**src/rtl/cache_pkg.sv**
```systemverilog
// Shared definitions for the set-associative data cache: FSM encoding and field-width helpers.
package cache_pkg;

  typedef enum logic [1:0] {
    ST_IDLE      = 2'd0,
    ST_WRITEBACK = 2'd1,
    ST_FETCH     = 2'd2,
    ST_UPDATE    = 2'd3
  } cache_state_e;

  // Bits needed to index n items; a single item still gets a one-bit (always zero) index.
  function automatic int unsigned idx_bits(input int unsigned n);
    return (n > 1) ? $clog2(n) : 1;
  endfunction

  function automatic int unsigned tag_bits(input int unsigned addr_w, input int unsigned words,
                                           input int unsigned sets);
    return addr_w - idx_bits(words) - idx_bits(sets);
  endfunction

endpackage

```
**src/rtl/cache_lru.sv**
```systemverilog
// True-LRU age tracking per set (age 0 = most recent) and replacement victim selection.
module cache_lru
  import cache_pkg::*;
#(
  parameter int unsigned SETS = 4,
  parameter int unsigned WAYS = 2
) (
  input  logic                      clk,
  input  logic                      rst_n,
  input  logic [idx_bits(SETS)-1:0] set_idx,
  input  logic [WAYS-1:0]           set_valid,
  input  logic                      touch,
  input  logic [idx_bits(WAYS)-1:0] touch_way,
  output logic [idx_bits(WAYS)-1:0] victim_c
);

  localparam int unsigned WAY_W = idx_bits(WAYS);

  if (WAYS == 1) begin : g_direct
    assign victim_c = '0;
  end else begin : g_lru
    localparam logic [WAY_W-1:0] OLDEST = WAY_W'(WAYS - 1);

    logic [WAY_W-1:0] age_q [SETS][WAYS];
    logic [WAY_W-1:0] touched_age;

    assign touched_age = age_q[set_idx][touch_way];

    // Lowest-numbered invalid way first, otherwise the oldest way.
    always_comb begin
      logic found;
      victim_c = '0;
      found    = 1'b0;
      for (int w = 0; w < WAYS; w++) begin
        if (!found && !set_valid[w]) begin
          victim_c = WAY_W'(w);
          found    = 1'b1;
        end
      end
      if (!found) begin
        for (int w = 0; w < WAYS; w++) begin
          if (age_q[set_idx][w] == OLDEST) victim_c = WAY_W'(w);
        end
      end
    end

    // '<=' rather than '<' breaks the all-zero tie left by reset, so ages become distinct as a set fills.
    always_ff @(posedge clk or negedge rst_n) begin
      if (!rst_n) begin
        for (int s = 0; s < SETS; s++) begin
          for (int w = 0; w < WAYS; w++) age_q[s][w] <= '0;
        end
      end else if (touch) begin
        for (int w = 0; w < WAYS; w++) begin
          if (WAY_W'(w) == touch_way) begin
            age_q[set_idx][w] <= '0;
          end else if (age_q[set_idx][w] <= touched_age && age_q[set_idx][w] != OLDEST) begin
            age_q[set_idx][w] <= age_q[set_idx][w] + WAY_W'(1);
          end
        end
      end
    end
  end

endmodule

```
**src/rtl/assoc_data_cache.sv**
```systemverilog
// N-way set-associative write-back, write-allocate data cache between the CPU load/store port
// and a block-wide memory; misses run IDLE -> (WRITEBACK) -> FETCH -> UPDATE -> IDLE.
module assoc_data_cache
  import cache_pkg::*;
#(
  parameter int unsigned ADDR_W = 8,
  parameter int unsigned DATA_W = 8,
  parameter int unsigned WORDS  = 4,
  parameter int unsigned SETS   = 4,
  parameter int unsigned WAYS   = 2
) (
  input  logic                              CLK,
  input  logic                              RESET,
  input  logic                              READ,
  input  logic                              WRITE,
  input  logic [ADDR_W-1:0]                 ADDRESS,
  input  logic [DATA_W-1:0]                 WRITEDATA,
  output logic [DATA_W-1:0]                 READDATA,
  output logic                              BUSYWAIT,
  output logic                              MEM_READ,
  output logic                              MEM_WRITE,
  output logic [ADDR_W-idx_bits(WORDS)-1:0] MEM_ADDRESS,
  output logic [DATA_W*WORDS-1:0]           MEM_WRITEDATA,
  input  logic [DATA_W*WORDS-1:0]           MEM_READDATA,
  input  logic                              MEM_BUSYWAIT
);

  localparam int unsigned OFF_W = idx_bits(WORDS);
  localparam int unsigned IDX_W = idx_bits(SETS);
  localparam int unsigned TAG_W = tag_bits(ADDR_W, WORDS, SETS);
  localparam int unsigned WAY_W = idx_bits(WAYS);
  localparam int unsigned BLK_W = DATA_W * WORDS;
  localparam int unsigned BA_W  = ADDR_W - OFF_W;

  logic [OFF_W-1:0] off;
  logic [IDX_W-1:0] idx;
  logic [TAG_W-1:0] tag;
  logic             req;

  assign off = ADDRESS[OFF_W-1:0];
  assign idx = ADDRESS[OFF_W +: IDX_W];
  assign tag = ADDRESS[ADDR_W-1 -: TAG_W];
  assign req = READ | WRITE;

  logic [WAYS-1:0]  valid_q [SETS];
  logic [WAYS-1:0]  dirty_q [SETS];
  logic [TAG_W-1:0] tag_q   [SETS][WAYS];
  logic [BLK_W-1:0] data_q  [SETS][WAYS];

  cache_state_e     state_q, state_d;
  logic [WAY_W-1:0] vic_q, victim, hit_way, touch_way;
  logic             hit, idle_hit, write_hit, touch;
  logic [BLK_W-1:0] hit_blk;
  logic [DATA_W-1:0] hit_word;
  logic             mem_read_d, mem_write_d;
  logic [BA_W-1:0]  mem_addr_d;
  logic [BLK_W-1:0] mem_wdata_d;

  // Tag compare across all ways of the indexed set.
  always_comb begin
    hit     = 1'b0;
    hit_way = '0;
    for (int w = 0; w < WAYS; w++) begin
      if (valid_q[idx][w] && tag_q[idx][w] == tag) begin
        hit     = 1'b1;
        hit_way = WAY_W'(w);
      end
    end
  end

  assign hit_blk = data_q[idx][hit_way];

  always_comb begin
    hit_word = '0;
    for (int i = 0; i < WORDS; i++) begin
      if (off == OFF_W'(i)) hit_word = hit_blk[i*DATA_W +: DATA_W];
    end
  end

  assign idle_hit  = (state_q == ST_IDLE) && hit;
  assign write_hit = idle_hit && WRITE;
  assign READDATA  = idle_hit ? hit_word : '0;
  assign BUSYWAIT  = RESET && req && !idle_hit;

  assign touch     = (state_q == ST_UPDATE) || (idle_hit && req);
  assign touch_way = (state_q == ST_UPDATE) ? vic_q : hit_way;

  cache_lru #(
    .SETS (SETS),
    .WAYS (WAYS)
  ) u_lru (
    .clk       (CLK),
    .rst_n     (RESET),
    .set_idx   (idx),
    .set_valid (valid_q[idx]),
    .touch     (touch),
    .touch_way (touch_way),
    .victim_c  (victim)
  );

  // Next state and next memory-side outputs; memory outputs are held while the memory is busy.
  always_comb begin
    state_d     = state_q;
    mem_read_d  = 1'b0;
    mem_write_d = 1'b0;
    mem_addr_d  = '0;
    mem_wdata_d = '0;
    case (state_q)
      ST_IDLE: begin
        if (req && !hit) begin
          if (valid_q[idx][victim] && dirty_q[idx][victim]) begin
            state_d     = ST_WRITEBACK;
            mem_write_d = 1'b1;
            mem_addr_d  = {tag_q[idx][victim], idx};
            mem_wdata_d = data_q[idx][victim];
          end else begin
            state_d    = ST_FETCH;
            mem_read_d = 1'b1;
            mem_addr_d = {tag, idx};
          end
        end
      end
      ST_WRITEBACK: begin
        if (MEM_BUSYWAIT) begin
          mem_write_d = 1'b1;
          mem_addr_d  = MEM_ADDRESS;
          mem_wdata_d = MEM_WRITEDATA;
        end else begin
          state_d    = ST_FETCH;
          mem_read_d = 1'b1;
          mem_addr_d = {tag, idx};
        end
      end
      ST_FETCH: begin
        if (MEM_BUSYWAIT) begin
          mem_read_d = 1'b1;
          mem_addr_d = MEM_ADDRESS;
        end else begin
          state_d = ST_UPDATE;
        end
      end
      ST_UPDATE: state_d = ST_IDLE;
      default:   state_d = ST_IDLE;
    endcase
  end

  always_ff @(posedge CLK or negedge RESET) begin
    if (!RESET) begin
      state_q       <= ST_IDLE;
      vic_q         <= '0;
      MEM_READ      <= 1'b0;
      MEM_WRITE     <= 1'b0;
      MEM_ADDRESS   <= '0;
      MEM_WRITEDATA <= '0;
    end else begin
      state_q       <= state_d;
      MEM_READ      <= mem_read_d;
      MEM_WRITE     <= mem_write_d;
      MEM_ADDRESS   <= mem_addr_d;
      MEM_WRITEDATA <= mem_wdata_d;
      if (state_q == ST_IDLE && req && !hit) vic_q <= victim;
    end
  end

  // Line status bits are the only reset state; tags and data are qualified by valid.
  always_ff @(posedge CLK or negedge RESET) begin
    if (!RESET) begin
      for (int s = 0; s < SETS; s++) begin
        valid_q[s] <= '0;
        dirty_q[s] <= '0;
      end
    end else if (state_q == ST_UPDATE) begin
      valid_q[idx][vic_q] <= 1'b1;
      dirty_q[idx][vic_q] <= 1'b0;
    end else if (write_hit) begin
      dirty_q[idx][hit_way] <= 1'b1;
    end
  end

  always_ff @(posedge CLK) begin
    if (state_q == ST_UPDATE) begin
      tag_q[idx][vic_q]  <= tag;
      data_q[idx][vic_q] <= MEM_READDATA;
    end else if (write_hit) begin
      for (int i = 0; i < WORDS; i++) begin
        if (off == OFF_W'(i)) data_q[idx][hit_way][i*DATA_W +: DATA_W] <= WRITEDATA;
      end
    end
  end

endmodule

```
**config.mk**
```make
export PLATFORM = sky130hd
export DESIGN_NAME = assoc_data_cache
export DESIGN_NICKNAME = d
export VERILOG_FILES = /design/src/rtl/cache_pkg.sv /design/src/rtl/cache_lru.sv /design/src/rtl/assoc_data_cache.sv
export SDC_FILE = /design/constraint.sdc
export NUM_CORES = 1
export LEC_CHECK = 0
export BUFFER_PORTS_ARGS = -buffer_cell sky130_fd_sc_hd__clkbuf_2
export CAP_MARGIN = 10
export CORE_ASPECT_RATIO = 0.75
export CORE_UTILIZATION = 50
export DETAILED_ROUTE_END_ITERATION = 16
export GPL_ROUTABILITY_DRIVEN = 0
export HOLD_SLACK_MARGIN = 0.03
export PLACE_DENSITY = 0.72
export SYNTH_ARGS = -nofsm -noshare
export SYNTH_HDL_FRONTEND = slang
export SYNTH_SLANG_ARGS = --single-unit
```
**constraint.sdc**
```tcl
create_clock -name CLK -period 3.55 [get_ports CLK]
set_input_delay 0.71 -clock CLK [delete_from_list [all_inputs] [get_ports CLK]]
set_output_delay 0.71 -clock CLK [all_outputs]
set_load 0.01 [all_outputs]
```
==> flow_metrics.tcl <==
set metrics [dict create \
    synth_warnings 0 \
    tritoncts "done" \
    multi_input_area_um2 5110 \
    area_delta_synth_final_pct 20.9 \
    drive_above_1_share_pct 42.6 \
    rows 55 \
    synthCells 911 \
    crit_arrival_ps 2990 \
    synth-adder-area-share_pct 0.323 \
    synth-seq-area-share_pct 66.0 \
    synth_compound_area_share_pct 5.88 \
    start_util_pct 51.1 \
    drv_cap 0 \
    slew_headroom_pct 41.8 \
    grt_pass1_wl_mm 59.8 \
    wl_per_cell_um 26.4 \
    dp_hpwl_mm 28.8 \
    fin_ws_ps -145 \
    synth_enable_flop_cells 288 \
    crit_required_ps 2840 \
    final_max_slew_viol_count 0 \
    antenna_found_initial 1 \
    pwr_density_cell_nw_per_um2 593 \
    synthArstFlopShare_pct 17.9 \
    vias 9392 \
    setup.worst_path.end_class "output port" \
    rrSetupSlack_ps 330 \
    total_leakage_power_nw 6.87 \
    reg2regPathDepth 11 \
    drtPass1Iterations 5 \
    synth_ff_type "edfxtp_1" \
    drtIter0Drc 1152 \
    grt_max_degree 66 \
    netlist_area_um2 15500 \
    grt.total_usage_pct 26.3 \
    synth_top_family_by_area "multiplexers" \
    violations "negative setup slack" \
    start_kind "flop" \
    timing.rr.end "data_q[2][59]" \
    finalInstanceArea_um2 18700 \
    die_h_um 154 \
    clockBufferDepth 3 \
    status "finished with violations" \
    stdcell_count 1550 \
    hold_slack_ps 460 \
    cts_sinks 351 \
    drcViolationCount 0 \
    hold_viol 0 \
    num_io_pins 102 \
    grt_pass1_vias 9060 \
    worstMarginPinSlew_ps 870 \
    fill_cells 2162 \
    port_buffers 101 \
    die_width_um 205 \
    final_antenna_net_count 0 \
    dieArea_um2 31700 \
    min_period_ps 3700 \
    clkTransAtPathRegs_ps 60 \
    max_freq_mhz 271 \
    vias_per_cell 6.06 \
    finalSetupViolCount 8 \
    yosys.area_share.simple_pct 4.87 \
    hold_class "reg2reg" \
    fin_util_pct 61.9 \
    synth.area.mux_share_pct 20.3 \
    wl_mm 40.9 \
    ir_drop_mv 0.365 \
    htreeDepth 2 \
    worstReg2RegStart "tag_q[0][3]" \
    placed_cells 1475 \
    cts_made_buffers 35 \
    clk_latency_ps 520 \
    ys_ff_latch 351 \
    seq_area_um2 10200 \
    syn_nets 968 \
    cp_max_fo 8 \
    hold_start "valid_q[3]" \
    path_class "reg2out" \
    hold_depth 1 \
    finalClockSkew_ps 15.4 \
    place_area_um2 17300 \
    core_area_um2 30300 \
    syn_area_per_cell_um2 17.0 \
    synth_xor_xnor_area_share_pct 0.598 \
    p_total_w 0.0111 \
    fin_crit_sh_pct 104 \
    root_buffer "clkbuf_16" \
    ys_types 48 \
    grt_overflow 0 \
    finalNetCount 1183 \
    rsz0062_at_grt "true" \
    hold_end "valid_q[3]" \
]
==> through the flow <==
step | TNS, ps | setup WS [ps]
final | -586 | -145
after global routing | -1040 | -206
after CTS | -219 | -110
after detailed placement | -8720 | -342
after global placement | -2940 | -380
after floorplan | 0 | 24.2
==> per-layer routing <==
metal / routed length, um / GRT usage, %
met5: 0 / 0
met4: 813 / 6.07
met3: 3970 / 6.17
met2: 18600 / 39.5
met1: 17600 / 39.0
==> cell families after synthesis <==
kind of cell,after synthesis
multiplexers,192
AND/OR/NAND/NOR,159
XOR/XNOR,8
AO/OA/AOI/OAI,126
buffers and inverters,71
adder cells (fa/ha/maj),4
flip-flops,351
==> cell usage after synthesis (4+ instances only) <==
master	count	area (um^2)
mux4_2	87	1960
nor2b_1	6	37.5
nor3_1	5	25.0
o31ai_1	33	248
buf_1	6	22.5
mux2_2	57	642
nor2_1	28	105
a21oi_1	32	160
inv_1	11	41.3
a31oi_1	11	68.8
and2_1	7	43.8
dfrtp_1	63	1580
o22ai_1	5	31.3
buf_4	6	45.0
a21boi_0	7	52.6
mux2i_1	36	360
or2_2	7	43.8
buf_2	7	35.0
o211ai_1	9	67.6
xnor2_1	5	43.8
ha_1	4	50.1
nand3_1	7	35.0
clkbuf_1	39	146
nand2_2	4	25.0
mux2_4	12	180
nand2_1	68	255
o21ai_0	8	40.0
edfxtp_1	288	8650
nand2b_1	16	100
==> placed cells by master (no fill, tap or decap), drive strengths merged, types with 9 or more instances in the layout <==
| cell | n |
|---|---|
| dfrtp | 63 |
| nor2 | 28 |
| edfxtp | 288 |
| mux2i | 36 |
| clkinv | 12 |
| nand2 | 72 |
| a21oi | 32 |
| clkbuf | 140 |
| o211ai | 10 |
| mux4 | 87 |
| inv | 11 |
| nand3 | 9 |
| nand2b | 16 |
| mux2 | 69 |
| a31oi | 11 |
| o31ai | 33 |
| buf | 144 |
==> layout make-up <==
type,count,area share [%]
Sequential cell,351,54.6
Multi-Input combinational cell,489,27.3
Timing Repair Buffer,238,9.39
Clock buffer,46,5.18
Tap cell,399,2.67
Clock inverter,15,0.648
Inverter,11,0.220
Antenna cell,1,0.0134
==> worst max path at each step <==
stage	cells past startpoint	end	start
after CTS	10	READDATA[6]	tag_q[3][0]
after floorplan	9	READDATA[4]	ADDRESS[2]
after global routing	10	READDATA[6]	tag_q[2][2]
final	10	READDATA[6]	tag_q[0][3]
after detailed placement	10	READDATA[6]	ADDRESS[2]
after global placement	10	READDATA[6]	ADDRESS[2]
==> flip-flops by register name, indices dropped and copies added, names as in the netlist <==
signal and flops:
MEM_ADDRESS 6, MEM_READ 1, MEM_WRITE 1, MEM_WRITEDATA 32, data_q 256, dirty_q 8
state_q 2, tag_q 32, u_lru.g_lru.age_q 4, valid_q 8, vic_q 1
==> power by group <==
group | internal (W) | switching [W]
clock network | 0.00207 | 0.00151
registers | 0.00485 | 0.000135
logic | 0.00107 | 0.00148
==> critical path, stage by stage (launching register included) <==
cell	delay, ps
edfxtp_1	410
mux4_2	530
xnor2_2	190
buf_4	150
nand3_4	120
buf_6	170
nor3_2	190
a31oi_2	60
a311oi_2	370
buf_4	180
buf_6	90
==> what timing repair did <==
| item | 4_1_cts | 5_1_grt |
|---|---|---|
| gates cloned | 2 | 0 |
| hold buffers | 0 | 0 |
| gates resized for setup | 36 | 17 |
| setup endpoints to repair | 9 | 9 |
| pin swaps | 5 | 12 |
| buffers inserted | 6 | 5 |
| hold endpoints to repair | 0 | 0 |
Power figures use the tool's default switching activity.
